[config.mk]
export PLATFORM = sky130hd
export DESIGN_NAME = wb_regfile_multiport
export DESIGN_NICKNAME = d
export VERILOG_FILES = /design/src/rtl/v850_pkg.sv /design/src/rtl/wb_regfile_multiport_sel.sv /design/src/rtl/wb_regfile_multiport.sv
export SDC_FILE = /design/constraint.sdc
export NUM_CORES = 2
export LEC_CHECK = 0
export CAP_MARGIN = 25
export CORE_AREA = 2 2 503 505
export DETAILED_ROUTE_END_ITERATION = 8
export DIE_AREA = 0 0 505 507
export GPL_ROUTABILITY_DRIVEN = 1
export HOLD_SLACK_MARGIN = 0.02
export PLACE_DENSITY_LB_ADDON = 0.1
export SLEW_MARGIN = 15
export SYNTH_ARGS = -nofsm -noshare
export SYNTH_HDL_FRONTEND = slang
export SYNTH_SLANG_ARGS = --single-unit
[constraint.sdc]
create_clock -name clk -period 8.05 [get_ports clk]
set_input_delay 1.61 -clock clk [delete_from_list [all_inputs] [get_ports clk]]
set_output_delay 1.61 -clock clk [all_outputs]
set_load 0.02 [all_outputs]
[src/rtl/v850_pkg.sv]
// -----------------------------------------------------------------------------
// v850_pkg
// Shared types and constants for the V850 writeback stage and register file.
//   XLEN_DEF / NREG_DEF / AW_DEF : default data width, register count, index width
//   word_t     : one general-register word
//   reg_idx_t  : general-register index
//   REG_ZERO   : index of the hardwired-zero register r0
//   wb_entry_t : one latched writeback result {valid, dest, data}
// -----------------------------------------------------------------------------
package v850_pkg;

   localparam int XLEN_DEF = 32;
   localparam int NREG_DEF = 32;
   localparam int AW_DEF   = $clog2(NREG_DEF);

   typedef logic [XLEN_DEF-1:0] word_t;
   typedef logic [AW_DEF-1:0]   reg_idx_t;

   localparam reg_idx_t REG_ZERO = '0;

   typedef struct packed {
      logic     valid;
      reg_idx_t dest;
      word_t    data;
   } wb_entry_t;

endpackage

[src/rtl/wb_regfile_multiport_sel.sv]
// -----------------------------------------------------------------------------
// wb_priority_sel
// Looks up one register index among the NWR latched writeback entries.
// When several valid entries carry the same destination, the entry with the
// highest port index is returned.
// Ports:
//   ent_valid [NWR]        latched entry valid bits
//   ent_dest  [NWR][AW]    latched entry destinations
//   ent_data  [NWR][XLEN]  latched entry values
//   idx       [AW]         register index being looked up
//   hit                    some valid entry targets idx
//   data      [XLEN]       value of the winning entry (0 when no hit)
// -----------------------------------------------------------------------------
module wb_priority_sel
   import v850_pkg::*;
#(
   parameter int XLEN = XLEN_DEF,
   parameter int NWR  = 2,
   parameter int AW   = AW_DEF
) (
   input  logic [NWR-1:0]           ent_valid,
   input  logic [NWR-1:0][AW-1:0]   ent_dest,
   input  logic [NWR-1:0][XLEN-1:0] ent_data,
   input  logic [AW-1:0]            idx,
   output logic                     hit,
   output logic [XLEN-1:0]          data
);

   // Ascending scan: a later (higher) port overwrites an earlier match,
   // which yields the highest-index-wins rule.
   always_comb begin
      hit  = 1'b0;
      data = '0;
      for (int p = 0; p < NWR; p++) begin
         if (ent_valid[p] && (ent_dest[p] == idx)) begin
            hit  = 1'b1;
            data = ent_data[p];
         end
      end
   end

endmodule

[src/rtl/wb_regfile_multiport.sv]
// -----------------------------------------------------------------------------
// wb_regfile_multiport
// Writeback stage and general-register file for the V850 core with NWR result
// ports and NRD combinational read ports.
//   Results presented at edge E are latched; they commit to the register file
//   at edge E+1. While latched they are forwarded to the read ports.
//   r0 always reads zero and is never written.
// Ports:
//   clk, rst_n            clock (rising edge), asynchronous active-low reset
//   wb_valid_i [NWR]      per-port result valid
//   wb_data_i  [NWR][XLEN] per-port result value
//   wb_dest_i  [NWR][AW]  per-port destination register
//   rd_addr_i  [NRD][AW]  read-port register index
//   rd_data_o  [NRD][XLEN] read-port data (with bypass from latched results)
//   sb_set_valid_i        issue marks sb_set_dest_i as having a producer in flight
//   sb_set_dest_i  [AW]   register to mark busy
//   busy_o     [NREG]     scoreboard, bit i = register i has a pending producer
//   wb_conflict_o         one-cycle pulse after a commit where two valid
//                         entries shared a destination
//   gr_o       [NREG][XLEN] full register view for debug/trace
// -----------------------------------------------------------------------------
module wb_regfile_multiport
   import v850_pkg::*;
#(
   parameter  int XLEN = XLEN_DEF,
   parameter  int NREG = NREG_DEF,
   parameter  int NWR  = 2,
   parameter  int NRD  = 3,
   localparam int AW   = $clog2(NREG)
) (
   input  logic                      clk,
   input  logic                      rst_n,
   input  logic [NWR-1:0]            wb_valid_i,
   input  logic [NWR-1:0][XLEN-1:0]  wb_data_i,
   input  logic [NWR-1:0][AW-1:0]    wb_dest_i,
   input  logic [NRD-1:0][AW-1:0]    rd_addr_i,
   output logic [NRD-1:0][XLEN-1:0]  rd_data_o,
   input  logic                      sb_set_valid_i,
   input  logic [AW-1:0]             sb_set_dest_i,
   output logic [NREG-1:0]           busy_o,
   output logic                      wb_conflict_o,
   output logic [NREG-1:0][XLEN-1:0] gr_o
);

   localparam logic [AW:0] NREG_LIM = (AW+1)'(NREG);

   // A writable index is nonzero and below NREG (matters when NREG is not a
   // power of two and the index field can name registers that do not exist).
   function automatic logic idx_ok(input logic [AW-1:0] idx);
      return (idx != AW'(REG_ZERO)) && ({1'b0, idx} < NREG_LIM);
   endfunction

   // ---------------------------------------------------------------- latch
   logic [NWR-1:0]           lat_valid_reg;
   logic [NWR-1:0][AW-1:0]   lat_dest_reg;
   logic [NWR-1:0][XLEN-1:0] lat_data_reg;

   always_ff @(posedge clk or negedge rst_n) begin
      if (!rst_n) begin
         lat_valid_reg <= '0;
         lat_dest_reg  <= '0;
         lat_data_reg  <= '0;
      end else begin
         for (int p = 0; p < NWR; p++) begin
            lat_valid_reg[p] <= wb_valid_i[p] && idx_ok(wb_dest_i[p]);
            lat_dest_reg[p]  <= wb_dest_i[p];
            lat_data_reg[p]  <= wb_data_i[p];
         end
      end
   end

   // --------------------------------------------------------------- commit
   // One selector per architectural register gives that register's write
   // enable and winning data; r0 has none since it is never written.
   logic [NREG-1:0]           cm_hit;
   logic [NREG-1:1][XLEN-1:0] cm_data;

   assign cm_hit[0] = 1'b0;

   generate
      for (genvar gi = 1; gi < NREG; gi++) begin : g_commit
         wb_priority_sel #(
            .XLEN (XLEN),
            .NWR  (NWR),
            .AW   (AW)
         ) u_commit_sel (
            .ent_valid (lat_valid_reg),
            .ent_dest  (lat_dest_reg),
            .ent_data  (lat_data_reg),
            .idx       (AW'(gi)),
            .hit       (cm_hit[gi]),
            .data      (cm_data[gi])
         );
      end
   endgenerate

   logic [NREG-1:0][XLEN-1:0] gr_reg;

   always_ff @(posedge clk or negedge rst_n) begin
      if (!rst_n) begin
         gr_reg <= '0;
      end else begin
         for (int i = 1; i < NREG; i++) begin
            if (cm_hit[i]) begin
               gr_reg[i] <= cm_data[i];
            end
         end
      end
   end

   // ------------------------------------------------------------- conflict
   logic conflict_reg;
   logic conflict_next;

   // Latched valid entries never target r0, so any equal pair is a real clash.
   always_comb begin
      conflict_next = 1'b0;
      for (int p = 0; p < NWR; p++) begin
         for (int q = p + 1; q < NWR; q++) begin
            if (lat_valid_reg[p] && lat_valid_reg[q] &&
                (lat_dest_reg[p] == lat_dest_reg[q])) begin
               conflict_next = 1'b1;
            end
         end
      end
   end

   // ----------------------------------------------------------- scoreboard
   logic [NREG-1:0] busy_reg;
   logic [NREG-1:0] busy_next;

   // Clear first, then set: a new producer issued at the commit edge of the
   // previous one keeps the register busy.
   always_comb begin
      busy_next = busy_reg & ~cm_hit;
      if (sb_set_valid_i && idx_ok(sb_set_dest_i)) begin
         busy_next[sb_set_dest_i] = 1'b1;
      end
      busy_next[0] = 1'b0;
   end

   always_ff @(posedge clk or negedge rst_n) begin
      if (!rst_n) begin
         busy_reg     <= '0;
         conflict_reg <= 1'b0;
      end else begin
         busy_reg     <= busy_next;
         conflict_reg <= conflict_next;
      end
   end

   // ----------------------------------------------------------- read ports
   logic [NRD-1:0]           rd_hit;
   logic [NRD-1:0][XLEN-1:0] rd_byp;

   generate
      for (genvar gi = 0; gi < NRD; gi++) begin : g_read
         wb_priority_sel #(
            .XLEN (XLEN),
            .NWR  (NWR),
            .AW   (AW)
         ) u_read_sel (
            .ent_valid (lat_valid_reg),
            .ent_dest  (lat_dest_reg),
            .ent_data  (lat_data_reg),
            .idx       (rd_addr_i[gi]),
            .hit       (rd_hit[gi]),
            .data      (rd_byp[gi])
         );

         assign rd_data_o[gi] = !idx_ok(rd_addr_i[gi]) ? '0 :
                                rd_hit[gi]             ? rd_byp[gi] :
                                                         gr_reg[rd_addr_i[gi]];
      end
   endgenerate

   assign busy_o        = busy_reg;
   assign wb_conflict_o = conflict_reg;
   assign gr_o          = gr_reg;

endmodule

==> results.cfg <==
[logic_synthesis]
yosys_most_used_dff = dfrtp_1
synth_cell_types = 56
ys_seq_area_share_pct = 36.76
synth-seq-cells = 1100
synth-async-reset-ratio_pct = 100.0
netlist_instances = 7322
syn_avg_cell_area_um2 = 10.23
yosys_warnings = 32
synth-edff-count = 0
syn_area_um2 = 74870

[floorplan]
die_h_um = 507
io_pins = 1252
initial_core_util_pct = 29.89
rows = 184
fp.coreArea_um2 = 250500
die_w_um = 505
die_area_um2 = 256000

[route]
wl_um = 496500
vias_per_cell = 6.262
first_pass_iters = 9
drc = 0
post_drt_wl_per_cell_um = 43.10
drtIter0Drc = 9762
antenna_left = 0
num_vias = 72135

[timing]
drv_slew = 0
slew_headroom_pct = 5.392
clock.fmax_ghz = 0.1338
fin_crit_ns = 7.471
rsz0062_at_grt = false
setup_violations = 0
post-route-period-util_pct = 92.81
worstMarginPinSlew_ns = 1.383
fin_setup_tns_ns = 0
finalHoldViolCount = 0
hold_slack_ns = 0.5291
skew_ns = 0.04157

[finish]
largest_reg_flops = 992
layoutNonFillerInstCount = 11519
fillCellCount = 24627
syn_to_final_growth_pct = 27.84
drive_above_1_share_pct = 15.24
final_nets = 8132
multiInputGateArea_um2 = 44100
register_area_um2 = 27530

[worst_setup_path]
path_cells = clkdlybuf4s50_1 -> nand2b_4 -> a2111oi_0 -> a211oi_1 -> o21ai_0 -> clkdlybuf4s50_1
endpoint_kind = output pin
crit_family = compound AO/OA/AOI/OAI gates
critPathSlowestCell = a2111oi_0
crit_buf_inv = 2
crit_type = input pin to output pin
crit_arrival_ns = 5.86
startpoint_type = input pin
critical-path-max-stage-delay_ns = 1.30
critPathMaxFanout = 31
crit_required_ns = 6.44
cpMostUsedCell = clkdlybuf4s50_1

[power_and_ir_drop]
vdd_ir_drop_max_mv = 0.1885
total_power_uw = 28310
leakage_uw = 0.04011
power_density_nw_per_um2 = 295.7

[job]
drv_cap = 0

[clock_tree]
cts_max_path_buffers = 3
ctsResizeCount = 0
cts.sinks = 1100
cts_tree = built
clk-insertion-delay-late_ns = 0.85
ctsHoldBuffers = 0
clk_pin_slew_worst_paths_ns = 0.06
cts_htree_levels = 4
numCtsBuffers = 148
cts_root_buffer = clkbuf_16
post_cts_buffers = 0

[global_route]
grt_first_pass_wirelength_um = 653400
grt_max_degree = 158
antenna_found_initial = 36
track_usage_pct = 37.40
grt-ovfl-total = 0
grt_pass1_vias = 68219

[worst_hold_path]
min_path_type = flip-flop to flip-flop

[run_status]
outcome = completed

[placed_design]
portBuffers = 1218
place_congestion = 0.9318
dp.cells = 11228
dpl.hpwl_um = 338200
[worst min-delay path, cell delays in order (launching register included)]
cell     delay, ns
dfrtp_1       0.37
nand2_1       0.05
o21ai_0       0.06
[final timing paths]
check	from	slack (ns)	depth (start not counted)	end
setup / recovery	rd_addr_i[14]	0.58	6	rd_data_o[90]
hold / removal	busy_o[12]	0.53	2	busy_o[12]
setup reg to reg	lat_dest_reg[1]	4.31	5	busy_o[23]
hold reg to reg	busy_o[12]	0.53	2	busy_o[12]
max in group asynchronous	rst_n	5.23	3	gr_o[432]
min in group asynchronous	rst_n	0.70	1	lat_data_reg[2]
[area by class of cell]
class,instances,share of cell area (%)
Antenna cell,16,0.04183
Sequential cell,1100,28.76
Inverter,15,0.05882
Multi-Input combinational cell,5276,46.07
Tap cell,3348,4.376
Clock buffer,218,4.588
Timing Repair Buffer,1492,15.43
Clock inverter,54,0.6758
[synth_stat cells (all sizes together) (58+ instances only)]
library cell     n  share of area, %
a211oi          65              0.65
o31ai           62              0.62
a22oi          215               2.2
a21oi          588               3.9
mux4           560                17
o22ai          120               1.0
nor2           615               3.1
a2111o          58              0.87
dfrtp         1100                37
nand2          741               3.7
o21ai          556               3.7
o22a            59              0.69
buf            340               2.3
clkbuf         623               3.1
mux2i         1249                17
[routing by layer]
layer | track usage [%] | wire length, µm | vias up
li1 | - | - | 28575
met1 | 46.32 | 186800 | 36986
met2 | 56.82 | 218300 | 5284
met3 | 11.36 | 54080 | 1276
met4 | 23.42 | 37170 | 14
met5 | 0.1481 | 128 | -
[kinds of logic (layout without fill, tap and decap cells)]
family | Yosys count | count (layout) | synth area share (%)
AO/OA/AOI/OAI | 1849 | 1849 | 15.13
XOR/XNOR | 35 | 35 | 0.4094
buffers and inverters | 978 | 1779 | 5.484
flip-flops | 1100 | 1100 | 36.76
multiplexers | 1847 | 1847 | 34.11
other | 1 | 49 | 0.005008
AND/OR/NAND/NOR | 1512 | 1512 | 8.095
[metrics by stage]
stage	worst slack, ns	util, %	area (µm²)
2_1_floorplan	2.849	-	74990
3_3_place_gp	0.7255	36.06	90330
3_5_place_dp	0.9273	36.17	90600
5_1_grt	0.8401	38.21	95700
4_1_cts	0.9029	38.18	95640
6_report	0.5789	38.21	95720
[placed cells by master, fill, tap and decap left out, drive strengths merged, types with 31 or more instances in the layout]
master,n
mux2i,1249
clkdlybuf4s50,1197
dfrtp,1100
nand2,741
nor2,615
a21oi,588
mux4,560
o21ai,556
buf,292
clkbuf,220
a22oi,215
o22ai,120
a211oi,65
o31ai,62
o22a,59
a2111o,58
nor2b,52
mux2,38
a22o,33
conb,33
a32oi,31
[power breakdown]
part           internal, µW  switching [µW]  leakage, µW
registers              6920            2930       0.0134
clock network          4140            2950      0.00248
logic                  5320            6040       0.0243
total                 16400           11900       0.0401
No activity file was read; power rests on OpenSTA's default activity.
